### src/rtl/man_order_pipe.sv
// man_order_pipe: a two-stage operand-ordering pipeline for the FP add/sub datapath.
// Stage 1 registers the operands and the raw magnitude compare results.
// Stage 2 picks the larger operand, computes the exponent difference and the
// effective operation, and holds the result until downstream accepts it.
// The flow control is valid/ready and can accept one pair every cycle.
module man_order_pipe #(
  parameter int SIZE_EXP = 8,
  parameter int SIZE_MAN = 24
) (
  input  logic                i_clk,
  input  logic                i_rst_n,
  input  logic                i_valid,
  output logic                o_ready,
  input  logic                i_sub,
  input  logic                i_sign_a,
  input  logic                i_sign_b,
  input  logic [SIZE_EXP-1:0] i_exp_a,
  input  logic [SIZE_EXP-1:0] i_exp_b,
  input  logic [SIZE_MAN-1:0] i_man_a,
  input  logic [SIZE_MAN-1:0] i_man_b,
  output logic                o_valid,
  input  logic                i_ready,
  output logic                o_sign_max,
  output logic                o_sign_min,
  output logic [SIZE_EXP-1:0] o_exp_max,
  output logic [SIZE_EXP-1:0] o_exp_diff,
  output logic [SIZE_MAN-1:0] o_man_max,
  output logic [SIZE_MAN-1:0] o_man_min,
  output logic                o_eff_sub,
  output logic                o_swap,
  output logic                o_equal
);

  // Stage valid bits
  logic r_v1;
  logic r_v2;

  // Stage 1 operand and compare registers
  logic                r_sign_a;
  logic                r_sign_b;
  logic [SIZE_EXP-1:0] r_exp_a;
  logic [SIZE_EXP-1:0] r_exp_b;
  logic [SIZE_MAN-1:0] r_man_a;
  logic [SIZE_MAN-1:0] r_man_b;
  logic                r_exp_gt;
  logic                r_exp_eq;
  logic                r_man_lt;

  // Handshake controls
  logic w_load1;
  logic w_load2;
  logic w_take1;
  logic w_take2;

  // Ordered bundle, computed from the stage 1 registers
  logic                w_swap;
  logic                w_sign_max;
  logic                w_sign_min;
  logic [SIZE_EXP-1:0] w_exp_max;
  logic [SIZE_EXP-1:0] w_exp_min;
  logic [SIZE_EXP-1:0] w_exp_diff;
  logic [SIZE_MAN-1:0] w_man_max;
  logic [SIZE_MAN-1:0] w_man_min;
  logic                w_equal;

  // Stage load enables; stage 2 frees up when empty or draining, stage 1 when stage 2 moves
  always_comb begin
    w_load2 = ~r_v2 | i_ready;
    w_load1 = ~r_v1 | w_load2;
    w_take1 = w_load1 & i_valid;
    w_take2 = w_load2 & r_v1;
  end

  // The ready output is combinational from i_ready because there is no skid buffer
  assign o_ready = w_load1;
  assign o_valid = r_v2;

  // Valid bits follow the data; a stage that drains without being refilled goes empty
  always_ff @(posedge i_clk or negedge i_rst_n) begin
    if (!i_rst_n) begin
      r_v1 <= 1'b0;
      r_v2 <= 1'b0;
    end else begin
      if (w_load1) r_v1 <= i_valid;
      if (w_load2) r_v2 <= r_v1;
    end
  end

  // Stage 1 captures the operands on a handshake, applying the subtract mode to B's sign
  always_ff @(posedge i_clk or negedge i_rst_n) begin
    if (!i_rst_n) begin
      r_sign_a <= 1'b0;
      r_sign_b <= 1'b0;
      r_exp_a  <= '0;
      r_exp_b  <= '0;
      r_man_a  <= '0;
      r_man_b  <= '0;
      r_exp_gt <= 1'b0;
      r_exp_eq <= 1'b0;
      r_man_lt <= 1'b0;
    end else if (w_take1) begin
      r_sign_a <= i_sign_a;
      r_sign_b <= i_sign_b ^ i_sub;
      r_exp_a  <= i_exp_a;
      r_exp_b  <= i_exp_b;
      r_man_a  <= i_man_a;
      r_man_b  <= i_man_b;
      r_exp_gt <= (i_exp_b > i_exp_a);
      r_exp_eq <= (i_exp_a == i_exp_b);
      r_man_lt <= (i_man_a < i_man_b);
    end
  end

  // Ordering: B is the larger operand only when strictly greater, so equal magnitudes keep A on top
  always_comb begin
    w_swap     = r_exp_gt | (r_exp_eq & r_man_lt);
    w_sign_max = r_sign_a;
    w_sign_min = r_sign_b;
    w_exp_max  = r_exp_a;
    w_exp_min  = r_exp_b;
    w_man_max  = r_man_a;
    w_man_min  = r_man_b;
    if (w_swap) begin
      w_sign_max = r_sign_b;
      w_sign_min = r_sign_a;
      w_exp_max  = r_exp_b;
      w_exp_min  = r_exp_a;
      w_man_max  = r_man_b;
      w_man_min  = r_man_a;
    end else begin
      w_sign_max = r_sign_a;
      w_sign_min = r_sign_b;
      w_exp_max  = r_exp_a;
      w_exp_min  = r_exp_b;
      w_man_max  = r_man_a;
      w_man_min  = r_man_b;
    end
    w_exp_diff = w_exp_max - w_exp_min;
    w_equal    = r_exp_eq & (r_man_a == r_man_b);
  end

  // Stage 2 output registers load only on a handshake and otherwise hold for back-pressure
  always_ff @(posedge i_clk or negedge i_rst_n) begin
    if (!i_rst_n) begin
      o_sign_max <= 1'b0;
      o_sign_min <= 1'b0;
      o_exp_max  <= '0;
      o_exp_diff <= '0;
      o_man_max  <= '0;
      o_man_min  <= '0;
      o_eff_sub  <= 1'b0;
      o_swap     <= 1'b0;
      o_equal    <= 1'b0;
    end else if (w_take2) begin
      o_sign_max <= w_sign_max;
      o_sign_min <= w_sign_min;
      o_exp_max  <= w_exp_max;
      o_exp_diff <= w_exp_diff;
      o_man_max  <= w_man_max;
      o_man_min  <= w_man_min;
      o_eff_sub  <= w_sign_max ^ w_sign_min;
      o_swap     <= w_swap;
      o_equal    <= w_equal;
    end
  end

endmodule

### config.mk
export PLATFORM = sky130hd
export DESIGN_NAME = man_order_pipe
export DESIGN_NICKNAME = d
export VERILOG_FILES = /design/src/rtl/man_order_pipe.sv
export SDC_FILE = /design/constraint.sdc
export NUM_CORES = 1
export LEC_CHECK = 0
export ABC_AREA = 1
export CORE_ASPECT_RATIO = 0.75
export CORE_MARGIN = 2
export CORE_UTILIZATION = 45
export DETAILED_ROUTE_END_ITERATION = 6
export PLACE_DENSITY_LB_ADDON = 0.25
export SLEW_MARGIN = 10
export SYNTH_ARGS = -nofsm -noshare
export SYNTH_HDL_FRONTEND = slang
export SYNTH_SLANG_ARGS = --single-unit
### constraint.sdc
create_clock -name i_clk -period 3.2 [get_ports i_clk]
set_clock_uncertainty 0.1 [all_clocks]
set_input_delay 0.48 -clock i_clk [delete_from_list [all_inputs] [get_ports i_clk]]
set_output_delay 0.48 -clock i_clk [all_outputs]
set_load 0.02 [all_outputs]
### Yosys cells after proc, flatten, opt, wreduce, memory -nomap -nowiden

Index checks and enable logic that the tools add are counted.

* flip-flop bits (word level): 140
* input port bits: 71
* output and inout bits: 71
* logic and storage cells: 42

* add/sub/neg operators: 1
* magnitude comparators: 2
* equality and inequality tests: 2
* multiplexer cells: 6
* bitwise logic cells: 11

Operators by type and width (count)
* 2-to-1 mux 24 bit: 2
* == test 24 bit: 1
* < comparator 24 bit: 1
* 2-to-1 mux 8 bit: 2
* == test 8 bit: 1
* greater-than comparator 8 bit: 1
* subtractor 8 bit: 1
* bitwise AND 1 bit: 4
* bitwise OR 1 bit: 3
* 2-to-1 mux 1 bit: 2
* NOT 1 bit: 2
* bitwise XOR 1 bit: 2

### Depth between registers and ports, before layout

* depth after elaboration: 4
* depth in mapped cells: 12
* depth with buffers taken out: 12

### Worst setup path before layout

No wires, ideal clock.

* path type: input -> register
* from: input port i_ready
* to: register r_exp_a[0]
* setup time: 0.116 ns
* arrival time: 1.455 ns
* data required time: 2.984 ns
* slack: 1.528 ns
* stages on the path: 8
* buffers on the path: 2
* cells stage by stage: inv_1 -> nand3_1 -> nand2_2 -> inv_1 -> buf_2 -> buf_4 -> nand2_1 -> nand2_1

* cells in the longest elaborated chain, start to end: 3

RTL lines
* from (decl): RTL line 22 `input logic i_ready,`
* bitwise OR 1 bit: RTL line 68 `w_load2 = ~r_v2 | i_ready;`
* bitwise OR 1 bit: RTL line 69 `w_load1 = ~r_v1 | w_load2;`
* via o_ready: RTL line 13 `output logic o_ready,`
* bitwise AND 1 bit: RTL line 70 `w_take1 = w_load1 & i_valid;`
* to (signal assigned): RTL line 104 `r_exp_a <= i_exp_a;`
* to (decl): RTL line 41 `logic [SIZE_EXP-1:0] r_exp_a;`

The timed path passes the listed nets, and every way through them passes these cells.
A chain may end at the register's enable or synchronous reset.

### Final worst setup path

* from: input port i_ready
* to: output port o_ready

* cells in the longest elaborated chain, start to end: 2

RTL lines (RTL line)
* bitwise OR 1 bit: 68
* bitwise OR 1 bit: 69
* to (decl): 13

Every way passes these cells.

==> metrics.md <==
| Metric | Value |
|---|---|
| Drc violations | `0` |
| Simple logic cell fraction of the synthesized area | `21.6%` |
| Number of I/O pins | `142` |
| Synth Area in Compound Gates | `15.5%` |
| Area grow syn2layout | `31.0%` |
| Core Area | `0.0154 mm2` |
| Peak VDD IR | `0.430 mV` |
| Top cell type by total area after synthesis | `dfrtp_1` |
| DR iter-0 viols | `517` |
| Worst endpoint required time | `2.62 ns` |
| Post-Synth Adder-Cell Area | `5.60%` |
| Critical Path Start Type | `input pin` |
| Count of final setup violators | `0` |
| Critical path's top delay family | `buffers and inverters` |
| Static leakage | `0.00446 uW` |
| Detailed Route WL | `19600 um` |
| Postcts setup bufs | `0` |
| Row count | `39` |
| Most frequent CP cell | `clkdlybuf4s50_1` |
| Core Util, Final | `61.0%` |
| Worst-margin pin slew | `0.726 ns` |
| Yosys top cell area share | `49.0%` |
| Status | `finished clean` |
| FMAX | `432 MHz` |
| Inst Count DP | `1221` |
| Async SR Flop Fraction | `100%` |
| Sequential cell area fraction in the yosys report | `49.0%` |
| Reg clk slew, reported paths | `0.06 ns` |
| Crit path max fanout | `3` |
| Via/cell ratio | `5.15` |
| CP max-delay cell | `clkdlybuf4s50_1` |
| Hold Crit Class | `reg2reg` |
| Seq cells post-synth | `140` |
| Layout Cells excl Fill | `1254` |
| Final hold slack | `0.381 ns` |
| Clock Tree Root | `clkbuf_16` |
| Overflow left after global routing | `0` |
| CTS sink cnt | `140` |
| First-pass GRT wire length | `32000 um` |
| Final period utilization | `72.4%` |
| Die Span X | `150 um` |
| Largest family of logic cells by synthesized area | `simple AND/OR/NAND/NOR gates` |
| Die footprint | `0.0169 mm2` |
| Cells after synthesis | `907` |
| Final HPWL DP | `13700 um` |
| Synth Warn # | `0` |
| Critical-path cell list | `clkdlybuf4s50_1 -> inv_1 -> nand3_1 -> clkdlybuf4s50_1` |
| Proportion of layout cells with a drive suffix above 1 | `5.24%` |
| Most used DFF post-synth | `dfrtp_1` |
| Post-layout nets | `1139` |
| Routability Congestion | `0.860` |
| Critical Path Source | `i_ready` |
| H-tree depth | `4` |
| Syn Nets | `1010` |
| Final Slew Violations | `0` |
| Pre-Repair DR Iteration Count | `5` |
| CTS tree | `yes` |
| Overall routing resource usage | `24.2%` |
| Vias in the first global route | `6204` |
| Worst skew pair latency | `0.42 ns` |
| Worst flop-to-flop path endpoint | `o_exp_diff[7]` |
| Sum Neg Setup Slack | `0 ns` |
| Routed length per instance | `15.6 um` |
| Routed Antenna Nets | `0` |
| Max_slew headroom | `51.6%` |
| Avg Inst Size Synth | `7.89 um2` |
| Port-buffer cells | `141` |
| Synth area leaders | `dfrtp_1 (49%), nand2_1 (14%), a21oi_1 (8.0%)` |
| FF-to-FF setup slack | `1.05 ns` |
| Maxcap violations | `0` |
| Largest net degree at the start of global routing | `80` |
| Post-synthesis xor/xnor area fraction | `1.10%` |
| Worst r2r src | `r_exp_eq` |
| RSZ-0062 raised after global routing | `no` |
| Clk buf depth | `2` |
| Initial antenna violation count | `0` |
| Via count | `6460` |
| Fillers | `1375` |
| Post-Syn Area | `0.00715 mm2` |
| Hold Vio Cnt, Final | `0` |
| Die Y | `113 um` |
| CP Class | `in2out` |
| CP arrival | `1.74 ns` |
| Commonest non-fill, non-tap cell in the layout | `nand2_1` |
| Starting density of the core | `46.5%` |
| TritonCTS buffer count | `17` |
| EDFF count, synth | `0` |
| Crit path largest cell delay | `0.62 ns` |
| Mux share of post-synthesis cell area | `0%` |
| Highest-count cells in the layout ignoring fill and taps | `nand2_1 (263), clkdlybuf4s50_1 (140), dfrtp_1 (140)` |
| Cell variety after synth | `36` |
| Tmin final | `2.32 ns` |
| Crit. End Element | `primary output` |
| Reg2Reg Depth | `10` |
| # diodes | `0` |
| CP endpoint | `o_ready` |
| PD cells | `785 mW/mm2` |
| WP buf/inv | `3` |
| WP depth | `4` |
| Resized cells post-CTS | `0` |
==> per-layer routing <==
metal / wire (um) / track usage [%]
met5: 0 / 0
met4: 222 / 6.41
met3: 1450 / 4.31
met2: 8240 / 34.3
met1: 9650 / 37.8
==> logic make-up after synthesis <==
kind of cell	Yosys count
fa+ha+maj	32
buf+inv	129
flops	140
simple gates	383
compound gates	214
xor+xnor	9
==> synth_stat cells (2+ instances only) <==
| library cell | number |
|---|---|
| nand2_1 | 263 |
| dfrtp_1 | 140 |
| a21oi_1 | 114 |
| inv_1 | 86 |
| o21ai_0 | 82 |
| nor2_1 | 73 |
| ha_1 | 32 |
| nand3_1 | 23 |
| clkbuf_1 | 21 |
| buf_2 | 13 |
| nand4_1 | 6 |
| nor3_1 | 6 |
| xnor2_1 | 5 |
| buf_1 | 4 |
| o22ai_1 | 4 |
| or2_2 | 4 |
| xor2_1 | 4 |
| a31oi_1 | 3 |
| nand2_2 | 3 |
| o2111ai_1 | 3 |
| inv_2 | 2 |
| nand3_2 | 2 |
==> stage by stage <==
| step | setup WS, ns | area, um2 | total power (uW) |
|---|---|---|---|
| 4_1_cts | 0.880 | 9370 | 7400 |
| 5_1_grt | 0.828 | 9370 | 7800 |
| 3_5_place_dp | 0.853 | 8730 | 5260 |
| 2_1_floorplan | 1.53 | 7150 | 4050 |
| 3_3_place_gp | 0.896 | 8730 | 5220 |
| 6_report | 0.884 | 9370 | 7360 |
==> what timing repair did <==
action / 4_1_cts / 5_1_grt
endpoints found under the hold margin: 60 / 0
setup endpoints to repair: 0 / 0
hold buffers: 1 / 0
==> state kept, by name, summed over array words and instances (netlist names), 8 cells and up <==
| name | count |
|---|---|
| o_exp_diff | 8 |
| o_exp_max | 8 |
| o_man_max | 24 |
| o_man_min | 24 |
| r_exp_a | 8 |
| r_exp_b | 8 |
| r_man_a | 24 |
| r_man_b | 24 |
==> layout make-up <==
cell class,instances,area [um2],area share (%)
multi-input cells,638,3140,33.5
inverters,89,337,3.59
clock inverters,13,188,2.00
flip-flops and latches,140,3500,37.4
repair buffers,150,1510,16.1
clock buffers,19,443,4.73
well taps,205,256,2.74
==> worst min-delay path by stage <==
stage                  start       endpoint  slack (ns)  depth (start not counted)
6_report       o_exp_diff[1]  o_exp_diff[1]        0.38                          2
5_1_grt         o_exp_max[4]   o_exp_max[4]        0.41                          2
4_1_cts        o_exp_diff[1]  o_exp_diff[1]        0.38                          2
3_5_place_dp   o_exp_diff[1]  o_exp_diff[1]        0.36                          2
3_3_place_gp   o_exp_diff[6]  o_exp_diff[6]        0.37                          2
2_1_floorplan        i_rst_n      o_eff_sub        0.08                          0
==> where the power goes <==
| part | internal (uW) | total, uW | switching (uW) |
|---|---|---|---|
| registers | 2250 | 2620 | 376 |
| logic | 1120 | 2620 | 1500 |
| clock network | 1330 | 2110 | 782 |
==> worst register-to-register path, stage by stage, from the launching register on <==
cell and delay [ns]:
dfrtp_1 0.44, nand2_4 0.16, nand2_8 0.29, inv_4 0.37
nand2_1 0.11, nand2_1 0.09, nand3_1 0.15, nand2_1 0.12
nand3_1 0.08, nand3_1 0.08, nand2_1 0.05
Power figures use the tool's default switching activity.
